[src/rtl/if_fetch_stage_if.sv]
// Instruction-memory request/response bundle between the fetch stage (master)
// and the instruction memory (slave).
interface if_fetch_stage_if;
  logic        imem_req_o;
  logic [31:0] imem_addr_o;
  logic        imem_ack_i;
  logic [31:0] imem_data_i;

  modport master (
    output imem_req_o,
    output imem_addr_o,
    input  imem_ack_i,
    input  imem_data_i
  );

  modport slave (
    input  imem_req_o,
    input  imem_addr_o,
    output imem_ack_i,
    output imem_data_i
  );
endinterface

[src/rtl/if_fetch_stage.sv]
// Instruction-fetch stage: presents the PC to a variable-latency instruction memory and fills
// the IF/ID register, parking a word in a one-entry buffer during ID stalls and honouring flushes.
module if_fetch_stage (
  input  logic             clk_i,
  input  logic             rst_i,
  input  logic [31:0]      pc_i,
  output logic             pcWrite_o,
  input  logic             stall_i,
  input  logic             flush_i,
  if_fetch_stage_if.master imem,
  output logic             if_valid_o,
  output logic [31:0]      if_pc_o,
  output logic [31:0]      if_pc4_o,
  output logic [31:0]      if_inst_o
);

  localparam logic [31:0] NOP = 32'h0000_0000;

  typedef enum logic [1:0] {START, REQ, HOLD, DRAIN} state_t;

  state_t      state_q;
  logic        req_q;
  logic [31:0] addr_q;
  logic [31:0] hold_pc_q;
  logic [31:0] hold_inst_q;

  logic        ack;
  logic [31:0] rdata;
  logic        ifid_load;
  logic        nxt_valid;
  logic [31:0] nxt_pc;
  logic [31:0] nxt_inst;

  assign ack              = imem.imem_ack_i;
  assign rdata            = imem.imem_data_i;
  assign imem.imem_req_o  = req_q;
  // While draining a flushed request the address must stay on the one still in flight.
  assign imem.imem_addr_o = (state_q == REQ) ? pc_i : addr_q;

  // IF/ID load decision and PC advance; defaults describe a bubble that is not loaded.
  always_comb begin
    pcWrite_o = 1'b0;
    ifid_load = 1'b0;
    nxt_valid = 1'b0;
    nxt_pc    = 32'h0000_0000;
    nxt_inst  = NOP;
    case (state_q)
      REQ: begin
        if (flush_i) begin
          pcWrite_o = 1'b1;
          ifid_load = 1'b1;
        end else if (stall_i) begin
          pcWrite_o = 1'b0;
        end else if (ack) begin
          pcWrite_o = 1'b1;
          ifid_load = 1'b1;
          nxt_valid = 1'b1;
          nxt_pc    = pc_i;
          nxt_inst  = rdata;
        end else begin
          ifid_load = 1'b1;
        end
      end
      HOLD: begin
        if (flush_i) begin
          pcWrite_o = 1'b1;
          ifid_load = 1'b1;
        end else if (!stall_i) begin
          pcWrite_o = 1'b1;
          ifid_load = 1'b1;
          nxt_valid = 1'b1;
          nxt_pc    = hold_pc_q;
          nxt_inst  = hold_inst_q;
        end
      end
      DRAIN: begin
        pcWrite_o = flush_i;
        ifid_load = flush_i | ~stall_i;
      end
      default: begin
        pcWrite_o = 1'b0;
      end
    endcase
  end

  // Sequencer plus IF/ID and hold-buffer registers; the request line is registered with the state.
  always_ff @(posedge clk_i or posedge rst_i) begin
    if (rst_i) begin
      state_q     <= START;
      req_q       <= 1'b0;
      addr_q      <= 32'h0000_0000;
      hold_pc_q   <= 32'h0000_0000;
      hold_inst_q <= NOP;
      if_valid_o  <= 1'b0;
      if_pc_o     <= 32'h0000_0000;
      if_pc4_o    <= 32'h0000_0000;
      if_inst_o   <= NOP;
    end else begin
      if (ifid_load) begin
        if_valid_o <= nxt_valid;
        if_pc_o    <= nxt_pc;
        if_pc4_o   <= nxt_pc + 32'd4;
        if_inst_o  <= nxt_inst;
      end
      case (state_q)
        START: begin
          state_q <= REQ;
          req_q   <= 1'b1;
        end
        REQ: begin
          addr_q <= pc_i;
          if (flush_i) begin
            if (!ack) state_q <= DRAIN;
          end else if (stall_i && ack) begin
            hold_pc_q   <= pc_i;
            hold_inst_q <= rdata;
            state_q     <= HOLD;
            req_q       <= 1'b0;
          end
        end
        HOLD: begin
          if (flush_i || !stall_i) begin
            state_q <= REQ;
            req_q   <= 1'b1;
          end
        end
        DRAIN: begin
          if (ack) state_q <= REQ;
        end
        default: begin
          state_q <= START;
          req_q   <= 1'b0;
        end
      endcase
    end
  end

endmodule

[src/flat_wrapper.sv]
// flat-port wrapper written by rule: the top's interface ports become plain ports
module if_fetch_stage_flat 
  (clk_i, rst_i, pc_i, pcWrite_o, stall_i, flush_i, if_valid_o, if_pc_o, if_pc4_o, if_inst_o, imem_imem_req_o, imem_imem_addr_o, imem_imem_ack_i, imem_imem_data_i);
  if_fetch_stage_if imem_i ();
  input  logic clk_i;
  input  logic rst_i;
  input  logic [31:0] pc_i;
  output logic pcWrite_o;
  input  logic stall_i;
  input  logic flush_i;
  output logic if_valid_o;
  output logic [31:0] if_pc_o;
  output logic [31:0] if_pc4_o;
  output logic [31:0] if_inst_o;
  output wire logic [$bits(imem_i.imem_req_o)-1:0] imem_imem_req_o;
  output wire logic [$bits(imem_i.imem_addr_o)-1:0] imem_imem_addr_o;
  input wire logic [$bits(imem_i.imem_ack_i)-1:0] imem_imem_ack_i;
  input wire logic [$bits(imem_i.imem_data_i)-1:0] imem_imem_data_i;
  assign imem_imem_req_o = imem_i.imem_req_o;
  assign imem_imem_addr_o = imem_i.imem_addr_o;
  assign imem_i.imem_ack_i = imem_imem_ack_i;
  assign imem_i.imem_data_i = imem_imem_data_i;
  if_fetch_stage u_core (.clk_i(clk_i), .rst_i(rst_i), .pc_i(pc_i), .pcWrite_o(pcWrite_o), .stall_i(stall_i), .flush_i(flush_i), .imem(imem_i), .if_valid_o(if_valid_o), .if_pc_o(if_pc_o), .if_pc4_o(if_pc4_o), .if_inst_o(if_inst_o));
endmodule
[config.mk]
export PLATFORM = sky130hd
export DESIGN_NAME = if_fetch_stage_flat
export DESIGN_NICKNAME = d
export VERILOG_FILES = /design/src/rtl/if_fetch_stage_if.sv /design/src/rtl/if_fetch_stage.sv /design/src/flat_wrapper.sv
export SDC_FILE = /design/constraint.sdc
export NUM_CORES = 1
export LEC_CHECK = 0
export ABC_AREA = 1
export BUFFER_PORTS_ARGS = -buffer_cell sky130_fd_sc_hd__buf_2
export CORE_ASPECT_RATIO = 0.75
export CORE_MARGIN = 1.5
export CORE_UTILIZATION = 45
export CTS_CLUSTER_DIAMETER = 30
export DETAILED_ROUTE_END_ITERATION = 10
export PLACE_DENSITY = 0.77
export SLEW_MARGIN = 20
export SYNTH_ARGS = -nofsm -noshare
export SYNTH_HDL_FRONTEND = slang
export SYNTH_SLANG_ARGS = --single-unit
[constraint.sdc]
create_clock -name clk_i -period 16 [get_ports clk_i]
set_input_delay 4 -clock clk_i [delete_from_list [all_inputs] [get_ports clk_i]]
set_output_delay 4 -clock clk_i [all_outputs]
set_load 0.05 [all_outputs]
# Word-level counts from Yosys, hierarchy flattened
# Cells that the tools add are included.
# op_classes
mux	33
n_addsub	1
n_eq_ne	9
bitwise_logic	3
reduce_logical	9
# ops
op	n
$mux 32	11
$pmux 32 s2	2
$add 32x3->32 const B	1
$mux 1	10
$mux 2	5
$pmux 2 s4	1
$reduce_and 4->1	2
$ne 2x2->1 const B	3
$ne 3x3->1 const B	2
$pmux 1 s3	2
$eq 2x2->1 const B	2
$pmux 1 s2	2
$reduce_and 3->1	1
$reduce_bool 3->1	1
$eq 2x1->1 const B	1
$logic_not 2->1	1
$ne 2x1->1 const B	1
$not 1->1	2
$reduce_or 2->1	1
$logic_and 1x1->1	1
$logic_not 1->1	1
$logic_or 1x1->1	1
$or 1x1->1	1
# word_totals
word_cells	64
register_bits	196
inputBits	69
out_inout_bits	131

# Logic depth before layout (Yosys ltp)
# depth
ltp_word	5
mapped_depth	16
ltp_nobuf	15

# Worst setup path after synthesis
# Ideal clock, no wire load.
# synth_path
path_type	in2out
from	input port imem_imem_ack_i
to	output port pcWrite_o
slack_ps	6764
path_buffers	1
t_arrival_ps	5236
path_stages	5
required_time_ps	12000
path_cell_list	inv_2 -> nor2_4 -> buf_2 -> o21ai_0 -> a21oi_1
# synth_between
elab_chain_cells	4
# synth_lines
element	line	rtl
start, declared	flat_wrapper.sv:17	input wire logic [$bits(imem_i.imem_ack_i)-1:0] imem_imem_ack_i;
$mux 1	if_fetch_stage.sv:54	end else if (ack) begin
$mux 1	if_fetch_stage.sv:52	end else if (stall_i) begin
$mux 1	if_fetch_stage.sv:49	if (flush_i) begin
$pmux 1 s3	if_fetch_stage.sv:47	case (state_q)
end, declared	flat_wrapper.sv:8	output logic pcWrite_o;
# Every way passes these cells.

# Worst setup path after layout
# Ends and elaborated chain as after synthesis.

==> run metrics <==
# IOs=200; Worst Hold Class=flip-flop to flip-flop; clk slew on worst S/H paths=about 80 ps; root buf cell=clkbuf_16; area taken by multi-input logic gates=3600 um^2; clock skew=between 15 and 20 ps; slowest stage cell, crit path=nor2_4; Die ar.=between 20000 and 25000 um^2; critical path cell sequence=buf_2 > inv_2 > nor2_4 > o21ai_0 > a21oi_1 > buf_2; Worst Path Required=~12000 ps; crit path buf inv count=3; detailed-route via count=~8000; cts repair resizes=0; CP Capture Type=primary output; Clock Tree Buf Depth=2; TritonCTS Sinks=194; unique cell type count in the Yosys netlist=26; share of cells above drive strength 1=between 20% and 30%; fin area=10800 um^2; drt pass-1 iters=5; total wire length=roughly 25000 um; Tot Pwr=about 0.0020 W; GRT overflow=0; Pleak=slightly above 6 nW; Post-synth EDFFs=0; unrepaired setup endpoints after global routing=no; Synth area leader=dfrtp_1; Via density=between 5 and 6; Synth Area per Inst=between 7 and 8 um^2; TritonCTS clock tree=done; register bit total from synthesis=a little under 200; Hold WS=between 400 and 500 ps; Seq. cell area=4850 um^2; placed cells=~1600; Seq pwr share=~36%; first-pass GRT wire length=around 40000 um; drt drc=0; sequential element share of the synthesized area=between 50% and 60%; top-area cell type share of the netlist area=approximately 53%; Worst Path Max Fanout=25; row count=between 40 and 50; Crit path max-delay family=buffers and inverters; gpl congestion=roughly 0.9; Die Y=around 130 um; Core Region=slightly below 20000 um^2; Synth async-reset ratio=100%; WS Path Type=primary input to primary output; Cell Area, Synth=approximately 9100 um^2; crit path launch type=primary input; All-Layer GR Usage=24.5%; post-CTS setup buffer count=0; Logic pwr share=a little over two fifths; initial antenna violation count=0; largest cells by area after synthesis=dfrtp_1 53%, nand2_1 17%, o21ai_0 7.1%, nand3_1 5.9%, inv_1 4.4%; most frequent cells after synthesis=403 x nand2_1, 194 x dfrtp_1, 130 x o21ai_0, 108 x nand3_1, 106 x inv_1; Power Internal=0.00103 W; htree depth=4; status=finished, final reports clean; Net Sw Frac=approximately half; WL/cell=15.7 um; Rel. slew slack=between 30 and 40%; area grow syn2layout=18.7%; synth warn=0; clock share of power=between 20% and 30%; Final HPWL DP=~17000 um; P_sw=0.000985 W; antenna-violating nets left=0; setup_tns=0 ps; final hold violations=0; Placed Area=approximately 10000 um^2; Synth Flop Type=dfrtp_1; IO Port Bufs=about 200; pin count of the biggest net entering global routing=roughly 120; fmax=108 MHz; Worst EP arrival=5300 ps; vias in the first global route=7720; hold_buf cts=0; Largest stage delay, worst path=490 ps; nets=1400; Slew Limit Fails=0; initial core utilization=46.6%; CTS Buf Count=17; Final Cycle Share=58.1%; Synth Instances=about 1200; # setup viols final=0; Initial DRC Count=743; filler instances=1825; final antenna diode count=0; Die X=between 150 and 200 um; Finished Layout Cells=1592; max cap viols=0; power density over the cells=~190 nW/um^2; Clk Latency, worst-skew pair=~430 ps; worst slew pin tran=approximately 960 ps; fin crit period=just over 9000 ps; Peak VDD IR=~0.18 mV; Synthesized Nets=roughly 1200; top-count cell post-synth=nand2_1; CP dominant cell by count=buf_2
## placed cells by master (no fill, tap or decap), types with 2 or more instances in the layout
master / synthesis / final
a21oi_1: 15 / 15
nand2_1: 403 / 402
o21ai_0: 130 / 130
mux2_2: 5 / 5
inv_1: 106 / 105
ha_1: 5 / 4
a22oi_1: 3 / 3
nand3_1: 108 / 107
clkbuf_16: 0 / 17
nand2_2: 8 / 8
nor2_1: 78 / 78
clkinv_4: 0 / 2
clkinv_8: 0 / 2
inv_2: 6 / 6
o31ai_1: 3 / 3
dfrtp_1: 194 / 194
inv_6: 0 / 3
o21ai_1: 8 / 8
o211ai_1: 4 / 4
inv_8: 0 / 8
nand4_1: 8 / 8
buf_2: 6 / 199
nor2_4: 7 / 7
nand3_2: 5 / 5
nor2_2: 4 / 4
buf_4: 5 / 5
## tightest hold or removal path: cells and delay by family, from the launching register on
kind | cells | cell delay [ps]
DFF | 1 | 330
and+or+nand+nor | 2 | 110
## area by class of cell
| type | instances | area share [%] |
|---|---|---|
| clock buffer | 17 | 3.93 |
| clock inverter | 15 | 1.50 |
| inverter | 112 | 3.95 |
| multi-input combinational | 796 | 33.2 |
| sequential | 194 | 44.8 |
| tap | 253 | 2.92 |
| timing repair buffer | 205 | 9.65 |
## through the flow
stage / util [%] / setup slack (ps)
after global placement: 52.2 / 6760
after floorplan: - / 6720
after global routing: 55.3 / 6600
after detailed placement: 52.2 / 6720
after CTS: 55.2 / 6720
final: 55.3 / 6700
## cell families (layout without fill, tap and decap cells)
group | Yosys count | count (layout) | share of synthesized area, %
buffers and inverters | 174 | 349 | 7.61
DFF | 194 | 194 | 53.2
muxes | 5 | 5 | 0.617
adders and majority gates | 5 | 5 | 0.686
AOI/OAI and AO/OA | 165 | 165 | 9.38
and+or+nand+nor | 621 | 621 | 28.5
## registers in the layout, indices dropped and copies added (netlist names), 2 cells and up
signal / cells
u_core.if_inst_o: 32
u_core.if_pc4_o: 32
u_core.state_q: 2
u_core.addr_q: 32
u_core.hold_inst_q: 32
u_core.hold_pc_q: 32
u_core.if_pc_o: 30
## routing by layer
metal / global-route usage [%] / part of all wire (%)
met5: 0 / 0
met2: 35.5 / 42
met4: 7.26 / 1.4
met1: 35.9 / 48
met3: 6.52 / 8.5
## power by group through the flow
| stage | Combinational (W) | Clock, W | Sequential (W) |
|---|---|---|---|
| floorplan | 0.000551 | 0 | 0.000829 |
| global placement | 0.000859 | 0 | 0.000722 |
| detailed placement | 0.000871 | 0 | 0.000729 |
| CTS | 0.000873 | 0.000434 | 0.000721 |
| global route | 0.000946 | 0.000455 | 0.000741 |
| finish | 0.000871 | 0.000423 | 0.000723 |
## worst paths after layout
kind / startpoint / end / slack [ps] / cells past startpoint
min in group asynchronous: rst_i / u_core.hold_pc_q[2] / 3740 / 2
max in group asynchronous: rst_i / u_core.if_pc4_o[20] / 10800 / 3
min: u_core.addr_q[24] / u_core.addr_q[24] / 470 / 2
min reg2reg: u_core.addr_q[24] / u_core.addr_q[24] / 470 / 2
max reg2reg: u_core.state_q[0] / u_core.if_pc4_o[18] / 12210 / 13
max: imem_imem_ack_i / pcWrite_o / 6700 / 6
Power figures use the tool's default switching activity.
